==> src/rtl/rx_cam_seq.sv <==
// Camera power/reset sequencer and RX capture-enable controller (AXI4-Lite clock domain).
// Optional frame watchdog in SYNC/RUN is built when RX_CAM_SEQ_WDOG_EN is defined.
module rx_cam_seq #(
  parameter int CNT_W       = 24,
  parameter int PWR_CYC     = 100000,
  parameter int RST_CYC     = 200000,
  parameter int SKIP_FRAMES = 2,
  parameter int WDOG_CYC    = 4000000
) (
  input  logic       clk_i,
  input  logic       rst_i,
  input  logic       enable_i,
  input  logic       frame_done_i,
  input  logic       size_err_i,
  output logic       cam_pwdn_o,
  output logic       cam_rstn_o,
  output logic       rx_enable_o,
  output logic       rst_size_err_o,
  output logic       ready_o,
  output logic [2:0] state_o,
  output logic [7:0] retry_cnt_o,
  output logic       wdog_trip_o
);

  typedef enum logic [2:0] {
    IDLE     = 3'd0,
    PWR_WAIT = 3'd1,
    RST_WAIT = 3'd2,
    SYNC     = 3'd3,
    RUN      = 3'd4,
    RECOVER  = 3'd5
  } state_t;

  function automatic int max1(input int n);
    return (n > 1) ? n : 1;
  endfunction

  localparam logic [CNT_W-1:0] PWR_LD = CNT_W'(max1(PWR_CYC) - 1);
  localparam logic [CNT_W-1:0] RST_LD = CNT_W'(max1(RST_CYC) - 1);

  state_t           state_q, state_d;
  logic [CNT_W-1:0] cnt_q, cnt_d;
  logic [15:0]      frm_q, frm_d;
  logic [1:0]       guard_q, guard_d;
  logic [7:0]       retry_q, retry_d;
  logic             clr_d;
  logic             trip_d;
  logic             wdog_exp;

`ifdef RX_CAM_SEQ_WDOG_EN
  localparam logic [CNT_W-1:0] WDOG_LD = CNT_W'(max1(WDOG_CYC) - 1);

  logic [CNT_W-1:0] wdog_q, wdog_d;
  logic             wdog_load;

  // Reload on entering SYNC/RUN and on every frame while staying there.
  always_comb begin
    wdog_load = (state_d == SYNC || state_d == RUN) &&
                (state_d != state_q || frame_done_i);
    if (wdog_load)
      wdog_d = WDOG_LD;
    else if (wdog_q != '0)
      wdog_d = wdog_q - CNT_W'(1);
    else
      wdog_d = '0;
  end

  assign wdog_exp = (wdog_q == '0) && !frame_done_i;

  always_ff @(posedge clk_i) begin
    if (rst_i) wdog_q <= '0;
    else       wdog_q <= wdog_d;
  end
`else
  assign wdog_exp = 1'b0;
`endif

  // NOTE: every always_comb output gets a default first, so no path can infer a latch.
  always_comb begin
    state_d = state_q;
    cnt_d   = (cnt_q != '0) ? cnt_q - CNT_W'(1) : '0;
    frm_d   = frm_q;
    guard_d = (guard_q != 2'd0) ? guard_q - 2'd1 : 2'd0;
    retry_d = retry_q;
    clr_d   = 1'b0;
    trip_d  = 1'b0;

    if (!enable_i) begin
      state_d = IDLE;
    end else begin
      unique case (state_q)
        IDLE: begin
          state_d = PWR_WAIT;
          cnt_d   = PWR_LD;
          retry_d = '0;
        end
        PWR_WAIT: if (cnt_q == '0) begin
          state_d = RST_WAIT;
          cnt_d   = RST_LD;
        end
        RST_WAIT: if (cnt_q == '0) begin
          state_d = SYNC;
          clr_d   = 1'b1;
          frm_d   = '0;
          guard_d = 2'd2;  // mask size_err_i while the clear pulse takes effect
        end
        SYNC, RUN: begin
          trip_d = wdog_exp;
          if ((size_err_i && guard_q == 2'd0) || wdog_exp) begin
            state_d = RECOVER;
            cnt_d   = RST_LD;
            if (retry_q != 8'hFF) retry_d = retry_q + 8'd1;
          end else if (state_q == SYNC) begin
            if (SKIP_FRAMES == 0) begin
              state_d = RUN;
            end else if (frame_done_i) begin
              if (int'(frm_q) + 1 >= SKIP_FRAMES) state_d = RUN;
              else                                frm_d   = frm_q + 16'd1;
            end
          end
        end
        RECOVER: if (cnt_q == '0) begin
          state_d = RST_WAIT;
          cnt_d   = RST_LD;
        end
        default: state_d = IDLE;
      endcase
    end
  end

  // NOTE: sequential state uses non-blocking assignments so all registers update together.
  always_ff @(posedge clk_i) begin
    if (rst_i) begin
      state_q        <= IDLE;
      cnt_q          <= '0;
      frm_q          <= '0;
      guard_q        <= 2'd0;
      retry_q        <= '0;
      cam_pwdn_o     <= 1'b1;
      cam_rstn_o     <= 1'b0;
      rx_enable_o    <= 1'b0;
      rst_size_err_o <= 1'b0;
      ready_o        <= 1'b0;
      wdog_trip_o    <= 1'b0;
    end else begin
      state_q        <= state_d;
      cnt_q          <= cnt_d;
      frm_q          <= frm_d;
      guard_q        <= guard_d;
      retry_q        <= retry_d;
      cam_pwdn_o     <= (state_d == IDLE);
      cam_rstn_o     <= (state_d inside {RST_WAIT, SYNC, RUN});
      rx_enable_o    <= (state_d inside {SYNC, RUN});
      rst_size_err_o <= clr_d;
      ready_o        <= (state_d == RUN);
      wdog_trip_o    <= trip_d;
    end
  end

  assign state_o     = state_q;
  assign retry_cnt_o = retry_q;

endmodule

==> config.mk <==
export PLATFORM = sky130hd
export DESIGN_NAME = rx_cam_seq
export DESIGN_NICKNAME = d
export VERILOG_FILES = /design/src/rtl/rx_cam_seq.sv
export SDC_FILE = /design/constraint.sdc
export NUM_CORES = 1
export LEC_CHECK = 0
export CAP_MARGIN = 20
export CORE_MARGIN = 3
export CORE_UTILIZATION = 63
export CTS_BUF_LIST = sky130_fd_sc_hd__clkbuf_4 sky130_fd_sc_hd__clkbuf_8 sky130_fd_sc_hd__clkbuf_16
export DETAILED_ROUTE_END_ITERATION = 16
export PLACE_DENSITY = 0.85
export SETUP_SLACK_MARGIN = 0.5
export SLEW_MARGIN = 20
export SYNTH_ARGS = -nofsm -noshare
export SYNTH_HDL_FRONTEND = slang
export SYNTH_SLANG_ARGS = --single-unit
==> constraint.sdc <==
create_clock -name clk_i -period 4.6 [get_ports clk_i]
set_clock_uncertainty 0.15 [all_clocks]
set_input_delay 0.69 -clock clk_i [delete_from_list [all_inputs] [get_ports clk_i]]
set_output_delay 0.69 -clock clk_i [all_outputs]
set_load 0.02 [all_outputs]
# ---- Word level (Yosys, flattened, before mapping)
# Cells that the tools add are included.
dict set report totals {
  inputBits 5
  regBits 58
  output_inout_bits 17
}
dict set report op_classes {
  order_cmp 1
  n_mux 27
  addsub 5
  n_eq_ne 16
  n_bitwise 2
  reduce_logical 16
}
# operator n
set ops {}
lappend ops {{2-to-1 mux 24 bit} 4}
lappend ops {{2-to-1 mux 16 bit} 5}
lappend ops {{one-hot mux 24 bit (3 select lines)} 1}
lappend ops {{one-hot mux 16 bit (2 select lines)} 1}
lappend ops {{logical NOT 24 bit} 1}
lappend ops {{nonzero test 24 bit} 1}
lappend ops {{subtractor 24 x 1 -> 24 bit, second input constant} 1}
lappend ops {{2-to-1 mux 3 bit} 7}
lappend ops {{adder 16 x 1 -> 17 bit, second input constant} 1}
lappend ops {{>= comparator 17 x 2 -> 1 bit, second input constant} 1}
lappend ops {{adder 16 x 1 -> 16 bit, second input constant} 1}
lappend ops {{2-to-1 mux 8 bit} 2}
lappend ops {{one-hot mux 8 bit (2 select lines)} 1}
lappend ops {{inequality test 2 bit, second input constant} 7}
lappend ops {{equality test 3 x 2 -> 1 bit, second input constant} 4}
lappend ops {{one-hot mux 3 bit (4 select lines)} 1}
lappend ops {{equality test 3 bit, second input constant} 3}
lappend ops {{adder 8 x 1 -> 8 bit, second input constant} 1}
lappend ops {{2-to-1 mux 2 bit} 4}
lappend ops {{inequality test 8 bit, second input constant} 1}
lappend ops {{nonzero test 2 bit} 4}
lappend ops {{AND reduction 7 bit} 1}
lappend ops {{logical NOT 3 bit} 2}
lappend ops {{AND reduction 4 bit} 1}
lappend ops {{other kinds (9)} 11}

# ---- Depth between registers and ports, before layout
dict set report depth {
  ltp_word 10
  mapped_depth 9
}

# ---- Least setup slack after synthesis
# No wires, ideal clock.
dict set report synth_timing {
  kind {register -> register}
  start {register cnt_q[9]}
  end {register guard_q[0]}
  synth_period_minus_slack_ns 2.689
  slack_ns 1.911
  setup_ns 0.116
  arrival_ns 2.424
  n_path_buf 2
  path_stages_with_launch 8
  cell_sequence {dfxtp_1 or4_1 buf_2 or3_4 or4_1 buf_2 or3_1 and3_1}
}
dict set report synth_via {
  elab_chain_cells 4
}
# item line_no
set synth_lines {}
lappend synth_lines {{start: declaration} 42} ;# logic [CNT_W-1:0] cnt_q, cnt_d;
lappend synth_lines {{start signal: assignment} 147} ;# cnt_q <= cnt_d;
lappend synth_lines {{logical NOT 24 bit} 101} ;# RST_WAIT: if (cnt_q == '0) begin
lappend synth_lines {{2-to-1 mux 2 bit} 101}
lappend synth_lines {{2-to-1 mux 2 bit} 91} ;# unique case (state_q)
lappend synth_lines {{2-to-1 mux 2 bit} 88} ;# if (!enable_i) begin
lappend synth_lines {{end signal: assignment} 149} ;# guard_q <= guard_d;
lappend synth_lines {{end: declaration} 44} ;# logic [1:0] guard_q, guard_d;
# No other way between the ends.
# A chain may end at the register's enable or synchronous reset.

# ---- Worst setup path after layout
dict set report layout_timing {
  start {register cnt_q[0]}
  end {register cnt_q[9]}
}
dict set report layout_via {
  elab_chain_cells 5
}
# item line_no
set layout_lines {}
lappend layout_lines {{subtractor 24 x 1 -> 24 bit / nonzero test 24 bit (equally long branches)} 81} ;# cnt_d = (cnt_q != '0) ? cnt_q - CNT_W'(1) : '0;
lappend layout_lines {{2-to-1 mux 24 bit} 81}
lappend layout_lines {{2-to-1 mux 24 bit, on equally long branches} {97, 122, 109}}
lappend layout_lines {{one-hot mux 24 bit (3 select lines)} 91}
lappend layout_lines {{2-to-1 mux 24 bit (*)} 88}
# Mark *: on every way between the ends. The rest lies on a longest branch, timed or not.

==> impl_metrics.ini <==
[run_status]
outcome = complete, no violations

[clock_network]
cts_setup_buffers = 0
cts.sink_count = 58
cts-buffers-inserted = 9
cts_tree = yes
ctsHtreeMaxLevel = 3
cts-resized-gates = 0
clk_latency_ps = 350
cts-root-buf = clkbuf_8
clk_path_buf_depth = 2
cts.clk_slew.worst_paths_ps = 70
postCtsHoldBufs = 0

[finish]
regArea_sq_um = 1161
fin_nets = 389
final_cells = 437
fill_cells = 326
multi_input_area_sq_um = 1707
insertedDiodeCount = 0
syn_to_final_growth_pct = 15.06
drive_above_1_share = 0.06753
fin_util = 0.7677

[worst_setup_path]
cp_data_required_time_ps = 4660
slowest_delay_ps = 810
slowest_stage = nor4_1
r2r-end = cnt_q[9]
critical_path_arrival_ps = 3240
startpoint = cnt_q[0]
startpoint_type = flop
worstPathCellList = inv_1 -> ha_1 -> nor4b_1 -> nand2_1 -> nor4_1 -> a211o_1 -> o21ai_0
crit_path_end_kind = flop
rrSetupSlack_ps = 1430
r2r-start = cnt_q[0]
crit_fanout = 13
rr_worst_depth = 7
critical_path_class = flop to flop
worstSetupEndpoint = cnt_q[9]

[placement]
gp_routability_congestion = 0.9421
dpl.hpwl_mm = 4.562
dp.cells = 421
io_buffers = 20

[sta]
hold_violations = 0
setup_tns_ps = 0
tightest_slew_ps = 897.0
drv_slew = 0
setup-violations-final = 0
final.min_clock_period_ps = 3174
period_share = 0.6900
fin_hold_ws_ps = 332.1
grt_setup_unrepaired = false
slew_headroom = 0.3965
fmax_mhz = 315.1

[synthesis]
synth.cell_area_sq_um = 2965
yosysUniqueCellTypes = 53
yosysWarnings = 0
synthesis.nets = 370
syn_avg_cell_area_sq_um = 8.214
ys_seq_area_frac = 0.3916
async_flop_share = 0
synth_seq_cells = 58
synth_edf_count = 0
synthCells = 361
synth_flop_cell = dfxtp_1

[die]
die_y_um = 74.61
io_pins = 22
rows = 24
start_util = 0.6672
core_area_sq_um = 4444
die-area_sq_um = 5566
die_x_um = 74.61

[power]
switchingPower_mw = 0.2917
finalPower_mw = 1.182
power.density_nw_per_um2 = 346.4
p_leak_nw = 1.275
pwr-share-comb = 0.102
p_sw_frac = 0.2468
ir_drop_mv = 0.2315
seqPwrFrac = 0.452
power.internal_mw = 0.8902
clock_power_share = 0.446

[global_routing]
grt_max_degree = 35
grt_pass1_wl_mm = 11.32
gr-total-overflow = 0
antenna_found_initial = 0
grt_use_total = 0.2656
grt_pass1_vias = 2535

[flow_run]
maxCapViolCount = 0

[min_path]
hp-start = frm_q[13]
min_path_type = flop to flop

[detailed_routing]
drc = 0
antenna_left = 0
vias_per_cell = 6.197
firstDrtPassIters = 4
vias = 2708
wire_per_inst_um = 15.44
wl_mm = 6.748
drtIter0Drc = 299
==> layout by cell type (no fill, tap or decap), drive strengths merged, types with 5 or more instances in the layout <==
cell type      instances
xor2                  14
nand4                 15
nor4                   9
o21ai                 15
or3                   11
nor3                  14
nand3                  7
a211oi                 7
dfxtp                 58
a21oi                 29
or4                    5
a21o                   5
xnor2                 13
nand2                 27
clkdlybuf4s50         20
nand2b                16
clkbuf                11
nor2                  38
inv                    8
==> cell families after synthesis <==
logic type                 after synthesis  synth area share
buffers and inverters                   24           0.03291
adders and majority gates                4           0.01688
xor gates and xnor gates                27           0.07975
and+or+nand+nor                        162            0.2907
AOI/OAI and AO/OA                       83            0.1802
other                                    1          0.001265
muxes                                    2          0.006751
DFF                                     58            0.3916
==> cell usage after synthesis (4+ instances only) <==
library cell | count | area (sq um)
dfxtp_1 | 58 | 1161
nor2_1 | 38 | 142.6
a21oi_1 | 29 | 145.1
nand2_1 | 27 | 101.4
nand2b_1 | 16 | 100.1
nand4_1 | 15 | 93.84
o21ai_0 | 15 | 75.07
nor3_1 | 14 | 70.07
xor2_1 | 14 | 122.6
xnor2_1 | 13 | 113.9
clkbuf_1 | 11 | 41.29
or3_1 | 10 | 62.56
nor4_1 | 9 | 56.30
inv_1 | 8 | 30.03
a211oi_1 | 7 | 52.55
nand3_1 | 7 | 35.03
a21o_1 | 5 | 37.54
or4_1 | 5 | 37.54
and3_1 | 4 | 25.02
and4_1 | 4 | 35.03
ha_1 | 4 | 50.05
==> layout make-up <==
class / instances / share of cell area
multi-input combinational: 279 / 0.5002
sequential: 58 / 0.3403
timing repair buffer: 23 / 0.06527
clock buffer: 11 / 0.04254
clock inverter: 5 / 0.02274
tap: 52 / 0.01907
inverter: 9 / 0.009901
==> sequential cells by signal, indices dropped and copies added (netlist names) <==
name and flops:
cam_rstn_o 1, frm_q 16, rx_enable_o 1, cnt_q 24
rst_size_err_o 1, state_o 3, guard_q 2, ready_o 1
cam_pwdn_o 1, retry_cnt_o 8
==> stage by stage <==
stage | setup slack, ps | instance area [sq um]
floorplan | 1911 | 2965
global placement | 1489 | 3189
detailed placement | 1387 | 3189
CTS | 1427 | 3412
global route | 1043 | 3412
finish | 1426 | 3412
==> worst max-delay path: cells and delay by family (launching register included) <==
kind	cells	cell delay, ps
and+or+nand+nor	3	1650
AOI/OAI and AO/OA	2	630
DFF	1	330
adders and majority gates	1	220
buffers and inverters	1	60
==> worst min path at each step <==
stage	to	slack, ps	cells past startpoint
after global routing	frm_q[13]	360	2
final	frm_q[13]	330	2
after detailed placement	cnt_q[0]	320	1
after global placement	cnt_q[0]	310	1
after CTS	frm_q[13]	340	2
after floorplan	cnt_q[0]	300	1
==> power by group through the flow <==
stage / Combinational (mW) / Sequential, mW / Clock [mW]
global route: 0.134 / 0.536 / 0.557
detailed placement: 0.116 / 0.545 / 0
finish: 0.120 / 0.535 / 0.527
floorplan: 0.0930 / 0.542 / 0
CTS: 0.119 / 0.534 / 0.535
global placement: 0.114 / 0.544 / 0
==> metal layers <==
metal | GRT usage | part of all wire
met1 | 0.3237 | 0.44
met2 | 0.4410 | 0.48
met3 | 0.06892 | 0.059
met4 | 0.1166 | 0.019
met5 | 0 | 0
Power figures use the tool's default switching activity.
